===== src/rtl/hazard_if.sv =====
// hazard_if: groups the pipeline-facing hazard signals of hazard_ctrl.
//   Inputs to the controller: D/E source fields, E/M/W destinations and
//   write/load flags, branchD, mduseD, mdstartE.
//   Outputs from the controller: StallF/StallD/FlushE, E and D forward
//   selects, md_busy, md_done, stall_cnt.
//   slave  : used by hazard_ctrl.
//   master : used by the pipeline (or a testbench) driving the inputs.
interface hazard_if;
    logic [4:0]  rsD, rtD;
    logic [4:0]  rsE, rtE;
    logic [4:0]  writeregE, writeregM, writeregW;
    logic        regwriteE, regwriteM, regwriteW;
    logic        memtoregE, memtoregM;
    logic        branchD;
    logic        mduseD;
    logic        mdstartE;
    logic        StallF, StallD, FlushE;
    logic [1:0]  ForwardAE, ForwardBE;
    logic        ForwardAD, ForwardBD;
    logic        md_busy;
    logic        md_done;
    logic [15:0] stall_cnt;

    modport slave (
        input  rsD, rtD, rsE, rtE,
        input  writeregE, writeregM, writeregW,
        input  regwriteE, regwriteM, regwriteW,
        input  memtoregE, memtoregM,
        input  branchD, mduseD, mdstartE,
        output StallF, StallD, FlushE,
        output ForwardAE, ForwardBE, ForwardAD, ForwardBD,
        output md_busy, md_done, stall_cnt
    );

    modport master (
        output rsD, rtD, rsE, rtE,
        output writeregE, writeregM, writeregW,
        output regwriteE, regwriteM, regwriteW,
        output memtoregE, memtoregM,
        output branchD, mduseD, mdstartE,
        input  StallF, StallD, FlushE,
        input  ForwardAE, ForwardBE, ForwardAD, ForwardBD,
        input  md_busy, md_done, stall_cnt
    );
endinterface


===== src/rtl/hazard_ctrl.sv =====
// hazard_ctrl: hazard and sequencing controller for the 5-stage pipeline.
//   Produces stall (StallF/StallD) and flush (FlushE) controls, E-stage and
//   D-stage operand forwarding selects, sequences the multi-cycle mul/div
//   unit (IDLE/BUSY/DONE with a latency counter) and keeps a saturating
//   count of stalled cycles.
// Ports:
//   clk    : pipeline clock, rising edge
//   rst_n  : asynchronous active-low reset
//   hz     : hazard_if.slave bundle (see rtl/hazard_if.sv)
// Parameter:
//   MD_LAT : mul/div latency in cycles, legal range 2..16
module hazard_ctrl #(
    parameter int unsigned MD_LAT = 4
) (
    input  logic     clk,
    input  logic     rst_n,
    hazard_if.slave  hz
);

    typedef enum logic [1:0] {
        IDLE = 2'd0,
        BUSY = 2'd1,
        DONE = 2'd2
    } md_state_t;

    localparam logic [3:0] CNT_LOAD = 4'(MD_LAT - 1);

    md_state_t   state_q, state_d;
    logic [3:0]  cnt_q, cnt_d;
    logic [15:0] stall_cnt_q, stall_cnt_d;

    logic lwstall, brstall, mdstall, stall;

    // Register 0 is hardwired to zero, so it never creates a dependence.
    function automatic logic hit(input logic [4:0] dst, input logic [4:0] src);
        return (dst != 5'd0) && (dst == src);
    endfunction

    always_comb begin
        hz.ForwardAE = 2'b00;
        hz.ForwardBE = 2'b00;
        if (hz.regwriteM && hit(hz.writeregM, hz.rsE))
            hz.ForwardAE = 2'b10;
        else if (hz.regwriteW && hit(hz.writeregW, hz.rsE))
            hz.ForwardAE = 2'b01;
        if (hz.regwriteM && hit(hz.writeregM, hz.rtE))
            hz.ForwardBE = 2'b10;
        else if (hz.regwriteW && hit(hz.writeregW, hz.rtE))
            hz.ForwardBE = 2'b01;

        hz.ForwardAD = hz.regwriteM && hit(hz.writeregM, hz.rsD);
        hz.ForwardBD = hz.regwriteM && hit(hz.writeregM, hz.rtD);
    end

    always_comb begin
        lwstall = hz.memtoregE &&
                  (hit(hz.writeregE, hz.rsD) || hit(hz.writeregE, hz.rtD));
        brstall = hz.branchD &&
                  ((hz.regwriteE &&
                    (hit(hz.writeregE, hz.rsD) || hit(hz.writeregE, hz.rtD))) ||
                   (hz.memtoregM &&
                    (hit(hz.writeregM, hz.rsD) || hit(hz.writeregM, hz.rtD))));
        mdstall = hz.mduseD && (hz.mdstartE || (state_q != IDLE));
        stall   = lwstall || brstall || mdstall;

        hz.StallF = stall;
        hz.StallD = stall;
        hz.FlushE = stall;
    end

    // MD sequencer: BUSY lasts MD_LAT cycles (cnt counts MD_LAT-1 down to 0),
    // then a single DONE cycle. mdstartE while BUSY is ignored.
    always_comb begin
        state_d = state_q;
        cnt_d   = cnt_q;
        unique case (state_q)
            IDLE: begin
                if (hz.mdstartE) begin
                    state_d = BUSY;
                    cnt_d   = CNT_LOAD;
                end
            end
            BUSY: begin
                if (cnt_q == 4'd0)
                    state_d = DONE;
                else
                    cnt_d = cnt_q - 4'd1;
            end
            DONE: begin
                if (hz.mdstartE) begin
                    state_d = BUSY;
                    cnt_d   = CNT_LOAD;
                end else begin
                    state_d = IDLE;
                end
            end
            default: begin
                state_d = IDLE;
                cnt_d   = '0;
            end
        endcase

        stall_cnt_d = stall_cnt_q;
        if (stall && (stall_cnt_q != '1))
            stall_cnt_d = stall_cnt_q + 16'd1;
    end

    always_ff @(posedge clk or negedge rst_n) begin
        if (!rst_n) begin
            state_q     <= IDLE;
            cnt_q       <= '0;
            stall_cnt_q <= '0;
        end else begin
            state_q     <= state_d;
            cnt_q       <= cnt_d;
            stall_cnt_q <= stall_cnt_d;
        end
    end

    always_comb begin
        hz.md_busy   = (state_q != IDLE);
        hz.md_done   = (state_q == DONE);
        hz.stall_cnt = stall_cnt_q;
    end

endmodule


===== src/flat_wrapper.sv =====
// flat-port wrapper written by rule: the top's interface ports become plain ports
module hazard_ctrl_flat 
#(
    parameter int unsigned MD_LAT = 4
)
  (clk, rst_n, hz_rsD, hz_rtD, hz_rsE, hz_rtE, hz_writeregE, hz_writeregM, hz_writeregW, hz_regwriteE, hz_regwriteM, hz_regwriteW, hz_memtoregE, hz_memtoregM, hz_branchD, hz_mduseD, hz_mdstartE, hz_StallF, hz_StallD, hz_FlushE, hz_ForwardAE, hz_ForwardBE, hz_ForwardAD, hz_ForwardBD, hz_md_busy, hz_md_done, hz_stall_cnt);
  hazard_if hz_i ();
  input  logic clk;
  input  logic rst_n;
  input wire logic [$bits(hz_i.rsD)-1:0] hz_rsD;
  input wire logic [$bits(hz_i.rtD)-1:0] hz_rtD;
  input wire logic [$bits(hz_i.rsE)-1:0] hz_rsE;
  input wire logic [$bits(hz_i.rtE)-1:0] hz_rtE;
  input wire logic [$bits(hz_i.writeregE)-1:0] hz_writeregE;
  input wire logic [$bits(hz_i.writeregM)-1:0] hz_writeregM;
  input wire logic [$bits(hz_i.writeregW)-1:0] hz_writeregW;
  input wire logic [$bits(hz_i.regwriteE)-1:0] hz_regwriteE;
  input wire logic [$bits(hz_i.regwriteM)-1:0] hz_regwriteM;
  input wire logic [$bits(hz_i.regwriteW)-1:0] hz_regwriteW;
  input wire logic [$bits(hz_i.memtoregE)-1:0] hz_memtoregE;
  input wire logic [$bits(hz_i.memtoregM)-1:0] hz_memtoregM;
  input wire logic [$bits(hz_i.branchD)-1:0] hz_branchD;
  input wire logic [$bits(hz_i.mduseD)-1:0] hz_mduseD;
  input wire logic [$bits(hz_i.mdstartE)-1:0] hz_mdstartE;
  output wire logic [$bits(hz_i.StallF)-1:0] hz_StallF;
  output wire logic [$bits(hz_i.StallD)-1:0] hz_StallD;
  output wire logic [$bits(hz_i.FlushE)-1:0] hz_FlushE;
  output wire logic [$bits(hz_i.ForwardAE)-1:0] hz_ForwardAE;
  output wire logic [$bits(hz_i.ForwardBE)-1:0] hz_ForwardBE;
  output wire logic [$bits(hz_i.ForwardAD)-1:0] hz_ForwardAD;
  output wire logic [$bits(hz_i.ForwardBD)-1:0] hz_ForwardBD;
  output wire logic [$bits(hz_i.md_busy)-1:0] hz_md_busy;
  output wire logic [$bits(hz_i.md_done)-1:0] hz_md_done;
  output wire logic [$bits(hz_i.stall_cnt)-1:0] hz_stall_cnt;
  assign hz_i.rsD = hz_rsD;
  assign hz_i.rtD = hz_rtD;
  assign hz_i.rsE = hz_rsE;
  assign hz_i.rtE = hz_rtE;
  assign hz_i.writeregE = hz_writeregE;
  assign hz_i.writeregM = hz_writeregM;
  assign hz_i.writeregW = hz_writeregW;
  assign hz_i.regwriteE = hz_regwriteE;
  assign hz_i.regwriteM = hz_regwriteM;
  assign hz_i.regwriteW = hz_regwriteW;
  assign hz_i.memtoregE = hz_memtoregE;
  assign hz_i.memtoregM = hz_memtoregM;
  assign hz_i.branchD = hz_branchD;
  assign hz_i.mduseD = hz_mduseD;
  assign hz_i.mdstartE = hz_mdstartE;
  assign hz_StallF = hz_i.StallF;
  assign hz_StallD = hz_i.StallD;
  assign hz_FlushE = hz_i.FlushE;
  assign hz_ForwardAE = hz_i.ForwardAE;
  assign hz_ForwardBE = hz_i.ForwardBE;
  assign hz_ForwardAD = hz_i.ForwardAD;
  assign hz_ForwardBD = hz_i.ForwardBD;
  assign hz_md_busy = hz_i.md_busy;
  assign hz_md_done = hz_i.md_done;
  assign hz_stall_cnt = hz_i.stall_cnt;
  hazard_ctrl #(.MD_LAT(MD_LAT)) u_core (.clk(clk), .rst_n(rst_n), .hz(hz_i));
endmodule

===== config.mk =====
export PLATFORM = sky130hd
export DESIGN_NAME = hazard_ctrl_flat
export DESIGN_NICKNAME = d
export VERILOG_FILES = /design/src/rtl/hazard_if.sv /design/src/rtl/hazard_ctrl.sv /design/src/flat_wrapper.sv
export SDC_FILE = /design/constraint.sdc
export NUM_CORES = 1
export LEC_CHECK = 0
export CORE_MARGIN = 5
export CORE_UTILIZATION = 44
export CTS_BUF_LIST = sky130_fd_sc_hd__clkbuf_2
export DETAILED_ROUTE_END_ITERATION = 6
export HOLD_SLACK_MARGIN = 0.05
export PLACE_DENSITY = 0.83
export REMOVE_ABC_BUFFERS = 1
export SLEW_MARGIN = 10
export SYNTH_ARGS = -nofsm -noshare
export SYNTH_HDL_FRONTEND = slang
export SYNTH_SLANG_ARGS = --single-unit

===== constraint.sdc =====
create_clock -name clk -period 2.2 [get_ports clk]
set_input_delay 0.22 -clock clk [delete_from_list [all_inputs] [get_ports clk]]
set_output_delay 0.22 -clock clk [all_outputs]
set_load 0.02 [all_outputs]

==> metrics <==
Die H between 70 and 80 um; number of routed nets with antenna violations 0; GP Congestion roughly 0.84; CTS Root Buffer Type clkbuf_2; Std-Cell Rows 22; VDD IR max ~0.44 mV; fin util around 73%; max_cap viols 0; Routed WL per cell 14.34 um; Post-route DRC 0; Post-Route M1 WL about 1900 um; Yosys warning total 0; Slew @ Worst Pin 0.3209 ns; post-synthesis mux area share under 10%; die area 5105 um2; diode count 0; Die Width just over 70 um; Post-Syn Area 1662 um2; Max Slew Vio Count 0; critical path capture point type output pin; Remaining Overflow, GRT 0; Worst Path Buf+Inv 3; Avg Synthesized Cell Area about 9.0 um2; H-Tree Depth 1; worst min path class input port to async pin; core area roughly 3700 um2; distinct cell type count after synthesis 31; met2 wire len between 2000 and 3000 um; Final Hold Viols 0; Skew-Pair Late Insertion Delay 0.33 ns; cells after synthesis about 180; met3 wire len 203 um; count of input and output buffers approximately 70; clock-pin slew on the worst setup and hold paths 0.23 ns; Fmax around 480 MHz; max_slew headroom 78.43%; filler cell count 260; Routed WL 4791 um; placed wire-length estimate between 4000 and 5000 um; area of the multi-input gates between 1000 and 1500 um2; fin nets roughly 340; initial core utilization a little under half; Synth Area in Adders between 2 and 2.5%; total number of vias around 1,700; min Tclk post-route between 2 and 2.5 ns; Arr. time, crit path approximately 1.9 ns; post-synthesis sequential area ratio approximately 33%; Synth Area in Simple Gates between 20 and 25%; clock sink count 22; kind of cell adding the most delay to the critical path buffers and inverters; RSZ-0062 raised after global routing true; Final setup viols 0; FF+latch area 550.5 um2; Pleak between 1 and 1.5 nW; initial antenna violation count 0; Final period util between 90% and 100%; CTS Buf Count 3; share of cells above drive strength 1 roughly a fifth; total power about 0.0018 W; Via-to-Cell Ratio 4.949; Synth Register Bits 22; complex-gate fraction of the synthesized area under 10%; clk buf depth 2; largest net degree at the start of global routing 23; number of global-route vias before repair about 1,800; status finished, final reports clean; DR top layer met4; clk_skew around 0.016 ns; crit start category input port; first-pass GRT wire length 7741 um; P per Cell Area 689.7 nW/um2; critical-path maximum fanout 5; critical path's slowest cell clkdlybuf4s50_1; CP Data Required Time roughly 2 ns; IO Pins 72; DRT Pass-1 Iters 4; Synth Area in XOR/XNOR 27.94%; Worst path max stage delay slightly above 0.6 ns; CTS tree built; cells along the critical path clkdlybuf4s50_1 -> buf_4 -> xnor2_1 -> nand3_1 -> nor4_2 -> clkdlybuf4s15_1; total track usage a little under a fifth; Layout area overhead 60.92%; WS Path Type input port to output pin; largest family of logic cells by synthesized area XOR/XNOR gates; DR iter-0 viols 75
## final cells by class
cell class / count / share of cell area, %
Clock buffer: 3 / 0.5615
Clock inverter: 1 / 1.123
Inverter: 5 / 0.7019
Multi-Input combinational cell: 149 / 39.59
Sequential cell: 22 / 20.59
Tap cell: 48 / 2.246
Timing Repair Buffer: 106 / 35.19
## placed cells by master (no fill, tap or decap), drive strengths merged, types with 6 or more instances in the layout
cell type | synthesis | layout
clkdlybuf4s50 | 0 | 62
xnor2 | 26 | 26
nand2 | 17 | 17
buf | 8 | 40
o21ai | 6 | 6
dfrtp | 22 | 22
nor2 | 9 | 9
xor2 | 27 | 27
nand3 | 12 | 12
nor3 | 10 | 10
## power by group
part | switching (W) | internal [W]
clock | 0.000128 | 0.000157
sequential | 0.000122 | 0.000514
combinational | 0.000445 | 0.000479
total | 0.000695 | 0.00115
## stage by stage
| stage | hold slack, ns | area, um2 | worst slack (ns) | setup TNS [ns] | cells |
|---|---|---|---|---|---|
| 4_1_cts | 0.1782 | 2684 | -0.005909 | -0.01394 | 334 |
| 6_report | 0.1888 | 2674 | 0.09951 | 0 | 334 |
| 3_5_place_dp | 0.4841 | 2638 | -0.3537 | -3.434 | 330 |
| 3_3_place_gp | 0.4765 | 2638 | -0.3072 | -2.554 | 330 |
| 2_1_floorplan | -0.07559 | 1604 | 0.1090 | 0 | 176 |
| 5_1_grt | 0.1904 | 2674 | 0.01239 | 0 | 334 |
## logic make-up after synthesis
family | Yosys count
fa+ha+maj | 3
simple gates | 73
flops | 22
compound gates | 17
buf+inv | 13
mux | 3
xor+xnor | 53
## metal layers
metal,vias to the layer above,track usage [%]
li1,830,-
met1,772,21.06
met2,45,35.20
met3,6,2.665
met4,0,7.098
met5,-,0
## worst paths after layout
kind                                             start                endpoint  slack, ns  cells after the start
worst max-delay path                   hz_writeregM[0]         hz_ForwardAE[1]        0.1                      6
worst min-delay path                             rst_n  u_core.hz.stall_cnt[8]       0.19                      2
worst max register to register  u_core.hz.stall_cnt[1]  u_core.hz.stall_cnt[7]       0.13                      9
worst min register to register  u_core.hz.stall_cnt[8]  u_core.hz.stall_cnt[8]       0.51                      1
max in group asynchronous                        rst_n         u_core.cnt_q[3]       1.78                      2
min in group clk                u_core.hz.stall_cnt[8]  u_core.hz.stall_cnt[8]       0.51                      1
## Yosys cell counts
master | count | area share (%)
buf_4 | 2 | 0.90
nand3_1 | 12 | 3.6
buf_2 | 4 | 1.2
nand2b_1 | 3 | 1.1
nor3_1 | 7 | 2.1
mux2i_1 | 1 | 0.60
nor4_1 | 5 | 1.9
xnor2_1 | 26 | 14
buf_6 | 2 | 1.4
inv_1 | 5 | 1.1
or3_1 | 1 | 0.38
or2_2 | 1 | 0.38
nor2b_1 | 1 | 0.38
and3_1 | 5 | 1.9
o21ai_0 | 6 | 1.8
a21o_1 | 1 | 0.45
ha_1 | 3 | 2.3
a21oi_1 | 5 | 1.5
nor2_1 | 9 | 2.0
xor2_1 | 27 | 14
o31ai_1 | 1 | 0.45
dfrtp_1 | 22 | 33
mux2_2 | 2 | 1.4
nand4_1 | 5 | 1.9
nand2_1 | 17 | 3.8
and4_1 | 1 | 0.53
nor3_2 | 3 | 1.8
o31a_1 | 1 | 0.53
or4_1 | 3 | 1.4
a31oi_4 | 1 | 1.3
o211ai_1 | 2 | 0.90
## sequential cells by signal, indices dropped and copies added (netlist names)
name,count
u_core.state_q,2
u_core.cnt_q,4
u_core.hz.stall_cnt,16
## timing repair
item | CTS | global route
endpoints found under the hold margin | 0 | 0
cloned | 0 | 0
resized for setup | 21 | 13
hold buffers | 0 | 0
setup endpoints to repair | 9 | 7
buffers inserted | 0 | 0
(Power assumes the default switching activity.)
